File: src/rtl/booth_divider_if.sv
// Start/done handshake bundle for the signed sequential divider.
// Master issues operands, slave returns quotient, remainder and flags.
interface booth_divider_if #(
  parameter int DW = 8,
  parameter int VW = 4
);
  logic          start;
  logic [DW-1:0] dividend;
  logic [VW-1:0] divisor;
  logic          busy;
  logic          done;
  logic [DW-1:0] quotient;
  logic [VW-1:0] remainder;
  logic          div_by_zero;
  logic          overflow;

  modport master (
    output start, dividend, divisor,
    input  busy, done, quotient, remainder,
    input  div_by_zero, overflow
  );

  modport slave (
    input  start, dividend, divisor,
    output busy, done, quotient, remainder,
    output div_by_zero, overflow
  );
endinterface

File: src/rtl/booth_divider.sv
// Signed restoring divider on operand magnitudes, one quotient bit per
// cycle; the inverse of the 4x4->8 booth multiplier.
module booth_divider #(
  parameter int DW = 8,
  parameter int VW = 4
) (
  input logic           clk,
  input logic           rst,
  booth_divider_if.slave bus
);

  localparam int CW = $clog2(DW + 1);

  typedef enum logic [1:0] {
    IDLE,
    CALC,
    FIX,
    DONE
  } state_e;

  state_e        state_q;
  logic [CW-1:0] cnt_q;
  logic [DW-1:0] dq_q;
  logic [VW-1:0] pr_q;
  logic [VW-1:0] dv_q;
  logic          sgnq_q;
  logic          sgnr_q;
  logic          dz_q;
  logic          ov_q;

  logic          busy_q;
  logic          done_q;
  logic [DW-1:0] quo_q;
  logic [VW-1:0] rem_q;
  logic          dzo_q;
  logic          ovo_q;

  logic [DW-1:0] a_mag;
  logic [VW-1:0] b_mag;
  logic [VW:0]   sh;
  logic          qbit;
  logic [VW-1:0] pr_d;
  logic [DW-1:0] quo_d;
  logic [VW-1:0] rem_d;

  always_comb begin
    a_mag = bus.dividend[DW-1] ? -bus.dividend : bus.dividend;
    b_mag = bus.divisor[VW-1]  ? -bus.divisor  : bus.divisor;
    sh    = {pr_q, dq_q[DW-1]};
    qbit  = (sh >= {1'b0, dv_q});
    pr_d  = qbit ? VW'(sh - {1'b0, dv_q}) : sh[VW-1:0];
    quo_d = sgnq_q ? -dq_q : dq_q;
    rem_d = sgnr_q ? -pr_q : pr_q;
    // Divide by zero overrides whatever the iterations produced
    if (dz_q) begin
      quo_d = '1;
      rem_d = '0;
    end
  end

  always_ff @(posedge clk) begin
    if (rst) begin
      state_q <= IDLE;
      cnt_q   <= '0;
      dq_q    <= '0;
      pr_q    <= '0;
      dv_q    <= '0;
      sgnq_q  <= 1'b0;
      sgnr_q  <= 1'b0;
      dz_q    <= 1'b0;
      ov_q    <= 1'b0;
      busy_q  <= 1'b0;
      done_q  <= 1'b0;
      quo_q   <= '0;
      rem_q   <= '0;
      dzo_q   <= 1'b0;
      ovo_q   <= 1'b0;
    end else begin
      unique case (state_q)
        IDLE, DONE: begin
          done_q  <= 1'b0;
          state_q <= IDLE;
          if (bus.start) begin
            state_q <= CALC;
            busy_q  <= 1'b1;
            cnt_q   <= '0;
            dq_q    <= a_mag;
            pr_q    <= '0;
            dv_q    <= b_mag;
            sgnq_q  <= bus.dividend[DW-1] ^ bus.divisor[VW-1];
            sgnr_q  <= bus.dividend[DW-1];
            dz_q    <= (bus.divisor == '0);
            ov_q    <= (bus.dividend == {1'b1, {(DW-1){1'b0}}})
                       && (bus.divisor == '1);
          end
        end
        CALC: begin
          dq_q  <= {dq_q[DW-2:0], qbit};
          pr_q  <= pr_d;
          cnt_q <= cnt_q + 1'b1;
          if (cnt_q == CW'(DW - 1)) state_q <= FIX;
        end
        FIX: begin
          quo_q   <= quo_d;
          rem_q   <= rem_d;
          dzo_q   <= dz_q;
          ovo_q   <= ov_q;
          busy_q  <= 1'b0;
          done_q  <= 1'b1;
          state_q <= DONE;
        end
      endcase
    end
  end

  assign bus.busy        = busy_q;
  assign bus.done        = done_q;
  assign bus.quotient    = quo_q;
  assign bus.remainder   = rem_q;
  assign bus.div_by_zero = dzo_q;
  assign bus.overflow    = ovo_q;

endmodule

File: src/flat_wrapper.sv
// flat-port wrapper written by rule: the top's interface ports become plain ports
module booth_divider_flat 
#(
  parameter int DW = 8,
  parameter int VW = 4
)
  (clk, rst, bus_start, bus_dividend, bus_divisor, bus_busy, bus_done, bus_quotient, bus_remainder, bus_div_by_zero, bus_overflow);
  booth_divider_if #(.DW(DW), .VW(VW)) bus_i ();
  input logic clk;
  input logic rst;
  input wire logic [$bits(bus_i.start)-1:0] bus_start;
  input wire logic [$bits(bus_i.dividend)-1:0] bus_dividend;
  input wire logic [$bits(bus_i.divisor)-1:0] bus_divisor;
  output wire logic [$bits(bus_i.busy)-1:0] bus_busy;
  output wire logic [$bits(bus_i.done)-1:0] bus_done;
  output wire logic [$bits(bus_i.quotient)-1:0] bus_quotient;
  output wire logic [$bits(bus_i.remainder)-1:0] bus_remainder;
  output wire logic [$bits(bus_i.div_by_zero)-1:0] bus_div_by_zero;
  output wire logic [$bits(bus_i.overflow)-1:0] bus_overflow;
  assign bus_i.start = bus_start;
  assign bus_i.dividend = bus_dividend;
  assign bus_i.divisor = bus_divisor;
  assign bus_busy = bus_i.busy;
  assign bus_done = bus_i.done;
  assign bus_quotient = bus_i.quotient;
  assign bus_remainder = bus_i.remainder;
  assign bus_div_by_zero = bus_i.div_by_zero;
  assign bus_overflow = bus_i.overflow;
  booth_divider #(.DW(DW), .VW(VW)) u_core (.clk(clk), .rst(rst), .bus(bus_i));
endmodule
File: config.mk
export PLATFORM = sky130hd
export DESIGN_NAME = booth_divider_flat
export DESIGN_NICKNAME = d
export VERILOG_FILES = /design/src/rtl/booth_divider_if.sv /design/src/rtl/booth_divider.sv /design/src/flat_wrapper.sv
export SDC_FILE = /design/constraint.sdc
export NUM_CORES = 1
export LEC_CHECK = 0
export ABC_AREA = 0
export CORE_MARGIN = 2
export CORE_UTILIZATION = 43
export DETAILED_ROUTE_END_ITERATION = 16
export PLACE_DENSITY = 0.73
export RECOVER_POWER = 25
export SETUP_SLACK_MARGIN = 0.4
export SLEW_MARGIN = 20
export SYNTH_ARGS = -nofsm -noshare
export SYNTH_HDL_FRONTEND = slang
export SYNTH_SLANG_ARGS = --single-unit
export TNS_END_PERCENT = 1
File: constraint.sdc
create_clock -name clk -period 2.48 [get_ports clk]
set_clock_uncertainty 0.15 [all_clocks]
set_input_delay 0.372 -clock clk [delete_from_list [all_inputs] [get_ports clk]]
set_output_delay 0.372 -clock clk [all_outputs]
set_load 0.005 [all_outputs]
==> results of run 1 <==
[registers in the layout (all words and copies together) (netlist names), 2 cells and up]
name,flops
u_core.bus.quotient,8
u_core.dq_q,8
u_core.bus.remainder,4
u_core.cnt_q,4
u_core.dv_q,4
u_core.pr_q,4
u_core.state_q,2
[area by class of cell]
type,count,share of cell area
clock buffers,6,0.0302
repair buffers,34,0.120
multi-input cells,197,0.474
well taps,70,0.0321
flip-flops and latches,42,0.308
clock inverters,1,0.0110
inverters,18,0.0247
[critical path, stage by stage]
cell and delay (ps):
dlygate4sd3_1 560, clkbuf_2 470, or3_1 500, o221ai_1 140
[layer usage]
layer  up-vias  GRT usage
li1       1012          -
met1       896      0.228
met2        40      0.288
met3         7     0.0367
met4         0     0.0709
met5         -          0
[where the power goes]
| part | leakage (nW) | switching [mW] | internal, mW |
|---|---|---|---|
| Sequential | 0.342 | 0.137 | 0.822 |
| Combinational | 0.595 | 0.630 | 0.531 |
| Clock | 0.0573 | 0.230 | 0.322 |
[metrics by stage]
step | util | power, mW
finish | 0.535 | 2.67
global route | 0.535 | 2.88
CTS | 0.535 | 2.69
detailed placement | 0.513 | 2.14
global placement | 0.513 | 2.10
floorplan | - | 1.77
[logic make-up after synthesis]
kind of cell / Yosys count / synth area share
XOR/XNOR: 14 / 0.0541
multiplexers: 9 / 0.0398
adder cells (fa/ha/maj): 14 / 0.0807
buffers and inverters: 31 / 0.0575
AND/OR/NAND/NOR: 93 / 0.196
flip-flops: 42 / 0.371
AO/OA/AOI/OAI: 67 / 0.201
[what timing repair did]
action                                  4_1_cts  5_1_grt
endpoints found under the setup margin        0        6
setup buffers                                 0        0
gates resized for setup                       0        1
[layout by cell type (no fill, tap or decap), types with 4 or more instances in the layout]
cell	n
dfxtp_1	42
nor2_1	33
clkdlybuf4s50_1	27
nand2_1	20
inv_1	18
a21oi_1	13
ha_1	13
o21ai_0	12
xnor2_1	12
mux2i_1	9
a22oi_1	8
nand2b_1	7
clkbuf_8	6
nand3_1	5
a211oi_1	5
a21boi_0	5
o22ai_1	5
o31ai_1	5
and2_1	4
or3_1	4
nor3_1	4
[final timing paths]
kind	start	slack, ps	cells after the start	endpoint
max	rst	490	4	u_core.dq_q[5]
max reg2reg	u_core.dq_q[7]	540	6	u_core.pr_q[2]
min reg2reg	u_core.dv_q[3]	320	2	u_core.dv_q[3]
min	u_core.dv_q[3]	320	2	u_core.dv_q[3]
==> summary.md, run 1 <==
| Metric | Value |
|---|---|
| Storage cell area | between 800 and 900 µm² |
| HPWL Detailed | about 3.7 mm |
| Area of the multi-input gates | 1300 µm² |
| Ys flop type | dfxtp_1 |
| Syn Nets | 299 |
| Post-synth EDFFs | 0 |
| Syn_area_per_cell | 8.39 µm² |
| Drt drc | 0 |
| Area grow syn2layout | 20.7% |
| Share of cells above drive strength 1 | 0.0470 |
| CTS sink count | 42 |
| Post-synthesis register bit count | between 40 and 50 |
| Met2 Routed Length | around 2.1 mm |
| Initial core utilization | 0.443 |
| Total Neg Setup Slack | 0 ps |
| DR WL met3 | between 150 and 200 µm |
| Slew Limit Fails | 0 |
| Asr flop ratio synth | 0 |
| Final instance area | roughly 2700 µm² |
| GRT Overall Usage | 0.177 |
| Die Area | between 5000 and 6000 µm² |
| Chip Height | between 70 and 80 µm |
| Number of diodes | 0 |
| Row count | 26 |
| Max clock buf depth | 2 |
| Post-DRT Antenna Nets | 0 |
| Nets@finish | roughly 330 |
| Vias in the first global route | roughly 1,800 |
| Pwr/cell area | approximately 980 nW/µm² |
| Cells after synthesis | between 200 and 300 |
| Max layer used | met4 |
| Vias per cell | 5.31 |
| First-pass GRT wire length | 8.29 mm |
| Post-synthesis sequential area ratio | 0.371 |
| Setup WS pre-CTS | between 300 and 400 ps |
| Port Buf Inserts | 30 |
| Most common cell in the netlist | dfxtp_1 |
| CP max FO | 40 |
| CTS H-tree depth | 2 |
| Maximum vdd ir drop | between 0.3 and 0.4 mV |
| Critical Path Start Type | primary input |
| Die width | around 77 µm |
| Clock tree root buffer cell | clkbuf_8 |
| Final WS setup | around 490 ps |
| Max-slew headroom | 0.475 |
| Least-Margin Pin Slew | about 790 ps |
| Post-Syn Area | roughly 2300 µm² |
| Fmax | around 500 MHz |
| Initial drt markers | 73 |
| I/O pin cnt | 31 |
| TritonCTS clock tree | done |
| Arrival time worst endpoint | around 2100 ps |
| # fillers | 520 |
| Unrepaired setup endpoints after global routing | false |
| Crit path capture type | flip-flop |
| Min Tclk post-route | between 1500 and 2000 ps |
| TritonRoute pass-1 iters | 4 |
| Final Hold Fails | 0 |
| Worst-skew pair later-pin latency | around 300 ps |
| Via count | between 1,500 and 2,000 |
| Worst Hold Class | reg2reg |
| Initial antenna violation count | 0 |
| Final setup viols | 0 |
| Max_cap viols | 0 |
| GRT overflow | 0 |
| Hold buffer count at cts | 0 |
| GPL Wtd Cong | around 0.79 |
| Run status | finished clean |
| Post-synth top area share | 0.371 |
| CTS buffer count | 5 |
| Met1 WL | between 2 and 2.5 mm |
| Leak | a little under 1 nW |
| Distinct cells, synth | 44 |
| WL final | 4.78 mm |
| Core ar. | between 5000 and 6000 µm² |
| Fin Hold WS | 318 ps |
| Yosys warning count | 0 |
| Post-route insts no fill | 368 |
| Top cells by area, synth | dfxtp_1, ha_1, nor2_1 |
| Placed Cells incl. Taps | roughly 360 |
| Largest net degree at the start of global routing | between 40 and 50 |
| Crit path required time | 2550 ps |
| Yosys top cell by area | dfxtp_1 |
| Clock Pin Slew Worst Setup and Hold Paths | approximately 80 ps |
| Routed len/inst | approximately 13 µm |
| Dpl cell area | 2620 µm² |
| Post-synth top cells | dfxtp_1, nor2_1, nand2_1, inv_1 |
| Worst Setup Path Type | in2reg |
| Crit share post-route | 0.800 |
(Power assumes the default switching activity.)
==> run 2: changes to the inputs <==
--- a/config.mk
+++ b/config.mk
@@ -9,7 +9,7 @@
 export CORE_MARGIN = 2
 export CORE_UTILIZATION = 43
 export DETAILED_ROUTE_END_ITERATION = 16
-export PLACE_DENSITY = 0.73
+export PLACE_DENSITY = 0.76
 export RECOVER_POWER = 25
 export SETUP_SLACK_MARGIN = 0.4
 export SLEW_MARGIN = 20
==> constraint.sdc (replaced) <==
create_clock -name clk -period 1.79 [get_ports clk]
set_clock_uncertainty 0.15 [all_clocks]
set_input_delay 0.2685 -clock clk [delete_from_list [all_inputs] [get_ports clk]]
set_output_delay 0.2685 -clock clk [all_outputs]
set_load 0.005 [all_outputs]
==> run 2 against run 1 <==
First-iteration DRC count up 88%; clock power up 36%; worst setup slack worse by 380 ps; die area unchanged; count of clock-buffer cells in the layout up 1; combinational power up 96%; sequential cell count unchanged; cell area up 15%; sequential power up 40%; total power up 63%; via count up 7.2%; critical path type is now reg2reg; largest power group unchanged.
==> summary.md, run 2 (same netlist as run 1, synthesis figures left out) <==
| Metric | Value |
|---|---|
| Number of diodes | 0 |
| Worst-skew pair later-pin latency | approximately 300 ps |
| Vias per cell | about 5.2 |
| Initial core utilization | 0.443 |
| HPWL Detailed | 4.04 mm |
| GRT overflow | 0 |
| Crit share post-route | 0.938 |
| Max_cap viols | 0 |
| Min Tclk post-route | 1680 ps |
| CTS buffer count | 5 |
| Nets@finish | between 300 and 400 |
| Initial drt markers | 137 |
| Crit path required time | around 1900 ps |
| Fin Hold WS | approximately 310 ps |
| Crit path capture type | flip-flop |
| Maximum vdd ir drop | around 0.55 mV |
| I/O pin cnt | 31 |
| GPL Wtd Cong | 0.877 |
| WL final | about 5.4 mm |
| Area grow syn2layout | 38.3% |
| CTS sink count | 42 |
| GRT Overall Usage | 0.198 |
| Share of cells above drive strength 1 | 0.218 |
| Hold path startpoint | u_core.dv_q[3] |
| Clock tree root buffer cell | clkbuf_8 |
| Final setup viols | 0 |
| Max-slew headroom | 0.612 |
| Row count | 26 |
| Max clock buf depth | 2 |
| CTS H-tree depth | 2 |
| Worst Setup Path Type | reg2reg |
| FF-to-FF Start | u_core.state_q[0] |
| Leak | 1.16 nW |
| Routed len/inst | 13.5 µm |
| Initial antenna violation count | 0 |
| First-pass GRT wire length | 9.44 mm |
| Pwr/cell area | roughly 1400 nW/µm² |
| Reg2reg setup slack | 110 ps |
| Final Hold Fails | 0 |
| Drt drc | 0 |
| # fillers | roughly 470 |
| Port Buf Inserts | 30 |
| CP max FO | 5 |
| Run status | finished clean |
| Most frequent cells in the layout | dfxtp_1, nor2_1, buf_4, clkdlybuf4s50_1, nand2_1 |
| Chip Height | 76.6 µm |
| TritonRoute pass-1 iters | 4 |
| Clock Pin Slew Worst Setup and Hold Paths | ~80 ps |
| Unrepaired setup endpoints after global routing | true |
| RR Endpoint | u_core.pr_q[3] |
| Post-DRT Antenna Nets | 0 |
| Slew Limit Fails | 0 |
| Largest net degree at the start of global routing | 24 |
| Hold Path Sink | u_core.dv_q[3] |
| Die width | roughly 77 µm |
| Arrival time worst endpoint | about 1800 ps |
| Setup WS pre-CTS | -165 ps |
| Die Area | around 6000 µm² |
| Core ar. | 5110 µm² |
| Reg2reg path depth | 7 |
| Fin util | 0.613 |
| Worst Hold Class | reg2reg |
| Via count | ~2,100 |
| Leading cell type in the layout, fill and taps excluded | dfxtp_1 |
| Critical Path Start Type | flip-flop |
| TritonCTS clock tree | done |
| Final WS setup | 111 ps |
| Least-Margin Pin Slew | around 580 ps |
| Vias in the first global route | 2,094 |
| Hold path cells | 2 |
| Total Neg Setup Slack | 0 ps |
| Fmax | approximately 600 MHz |
-- run 2: cell count changes in the layout (fill, tap and decap cells not counted), moves of 3 or more --
| cell | before | now |
|---|---|---|
| ha_1 | 13 | 7 |
| buf_4 | 3 | 31 |
| inv_2 | 0 | 3 |
| o21ai_0 | 12 | 9 |
| dfxtp_2 | 0 | 6 |
| inv_1 | 18 | 15 |
| clkbuf_1 | 0 | 3 |
| ha_4 | 0 | 6 |
| dfxtp_1 | 42 | 36 |
-- run 2: metrics by stage --
stage	cell area (µm²)	cells	power, mW
after global placement	2820	387	3.19
after global routing	3130	401	4.65
after detailed placement	2820	387	3.26
after CTS	3120	401	4.34
final	3130	401	4.35
after floorplan	2280	270	2.53
-- run 2: cell type report --
class	instances	area (µm²)	share of cell area
inverters	18	67.6	0.0216
well taps	70	87.6	0.0280
multi-input cells	197	1450	0.464
clock inverters	1	30.0	0.00959
repair buffers	66	569	0.182
flip-flops and latches	42	848	0.271
clock buffers	7	76.3	0.0244
-- run 2: where the power goes --
part / switching (mW) / total, mW / internal, mW
combinational: 1.09 / 2.27 / 1.18
sequential: 0.191 / 1.34 / 1.15
clock: 0.331 / 0.748 / 0.418
total: 1.61 / 4.35 / 2.74
-- run 2: how the worst max path moves through the flow --
stage | startpoint | end | slack (ps) | depth (start not counted)
after floorplan | u_core.state_q[0] | u_core.dq_q[3] | 60 | 7
after global placement | bus_dividend[4] | u_core.ov_q | -110 | 5
after detailed placement | bus_dividend[1] | u_core.dq_q[5] | -170 | 4
after CTS | u_core.dq_q[7] | u_core.pr_q[2] | 120 | 6
after global routing | u_core.state_q[0] | u_core.dq_q[3] | 40 | 6
final | u_core.state_q[0] | u_core.pr_q[3] | 110 | 7
-- run 2: worst max-delay path: stages (launching register included) --
cell and delay (ps):
dfxtp_1 360, inv_2 50, ha_4 300, mux2i_4 280
buf_6 160, and2_4 160, nand2_1 60, o31ai_1 70
-- run 2: metal layers --
| layer | wire (µm) | up-vias | part of all wire | track usage |
|---|---|---|---|---|
| met5 | 0 | - | 0 | 0 |
| met4 | 98 | 0 | 0.018 | 0.0709 |
| met2 | 2590 | 47 | 0.48 | 0.340 |
| met3 | 211 | 9 | 0.039 | 0.0367 |
| met1 | 2500 | 961 | 0.46 | 0.249 |
| li1 | - | 1079 | - | - |
-- run 2: repair_timing --
item / 4_1_cts / 5_1_grt
endpoints found under the hold margin: 0 / 0
gates resized for setup: 32 / 7
cloned: 1 / 0
buffers inserted: 5 / 0
hold buffers: 0 / 0
pin swaps: 11 / 0
setup endpoints to repair: 51 / 54
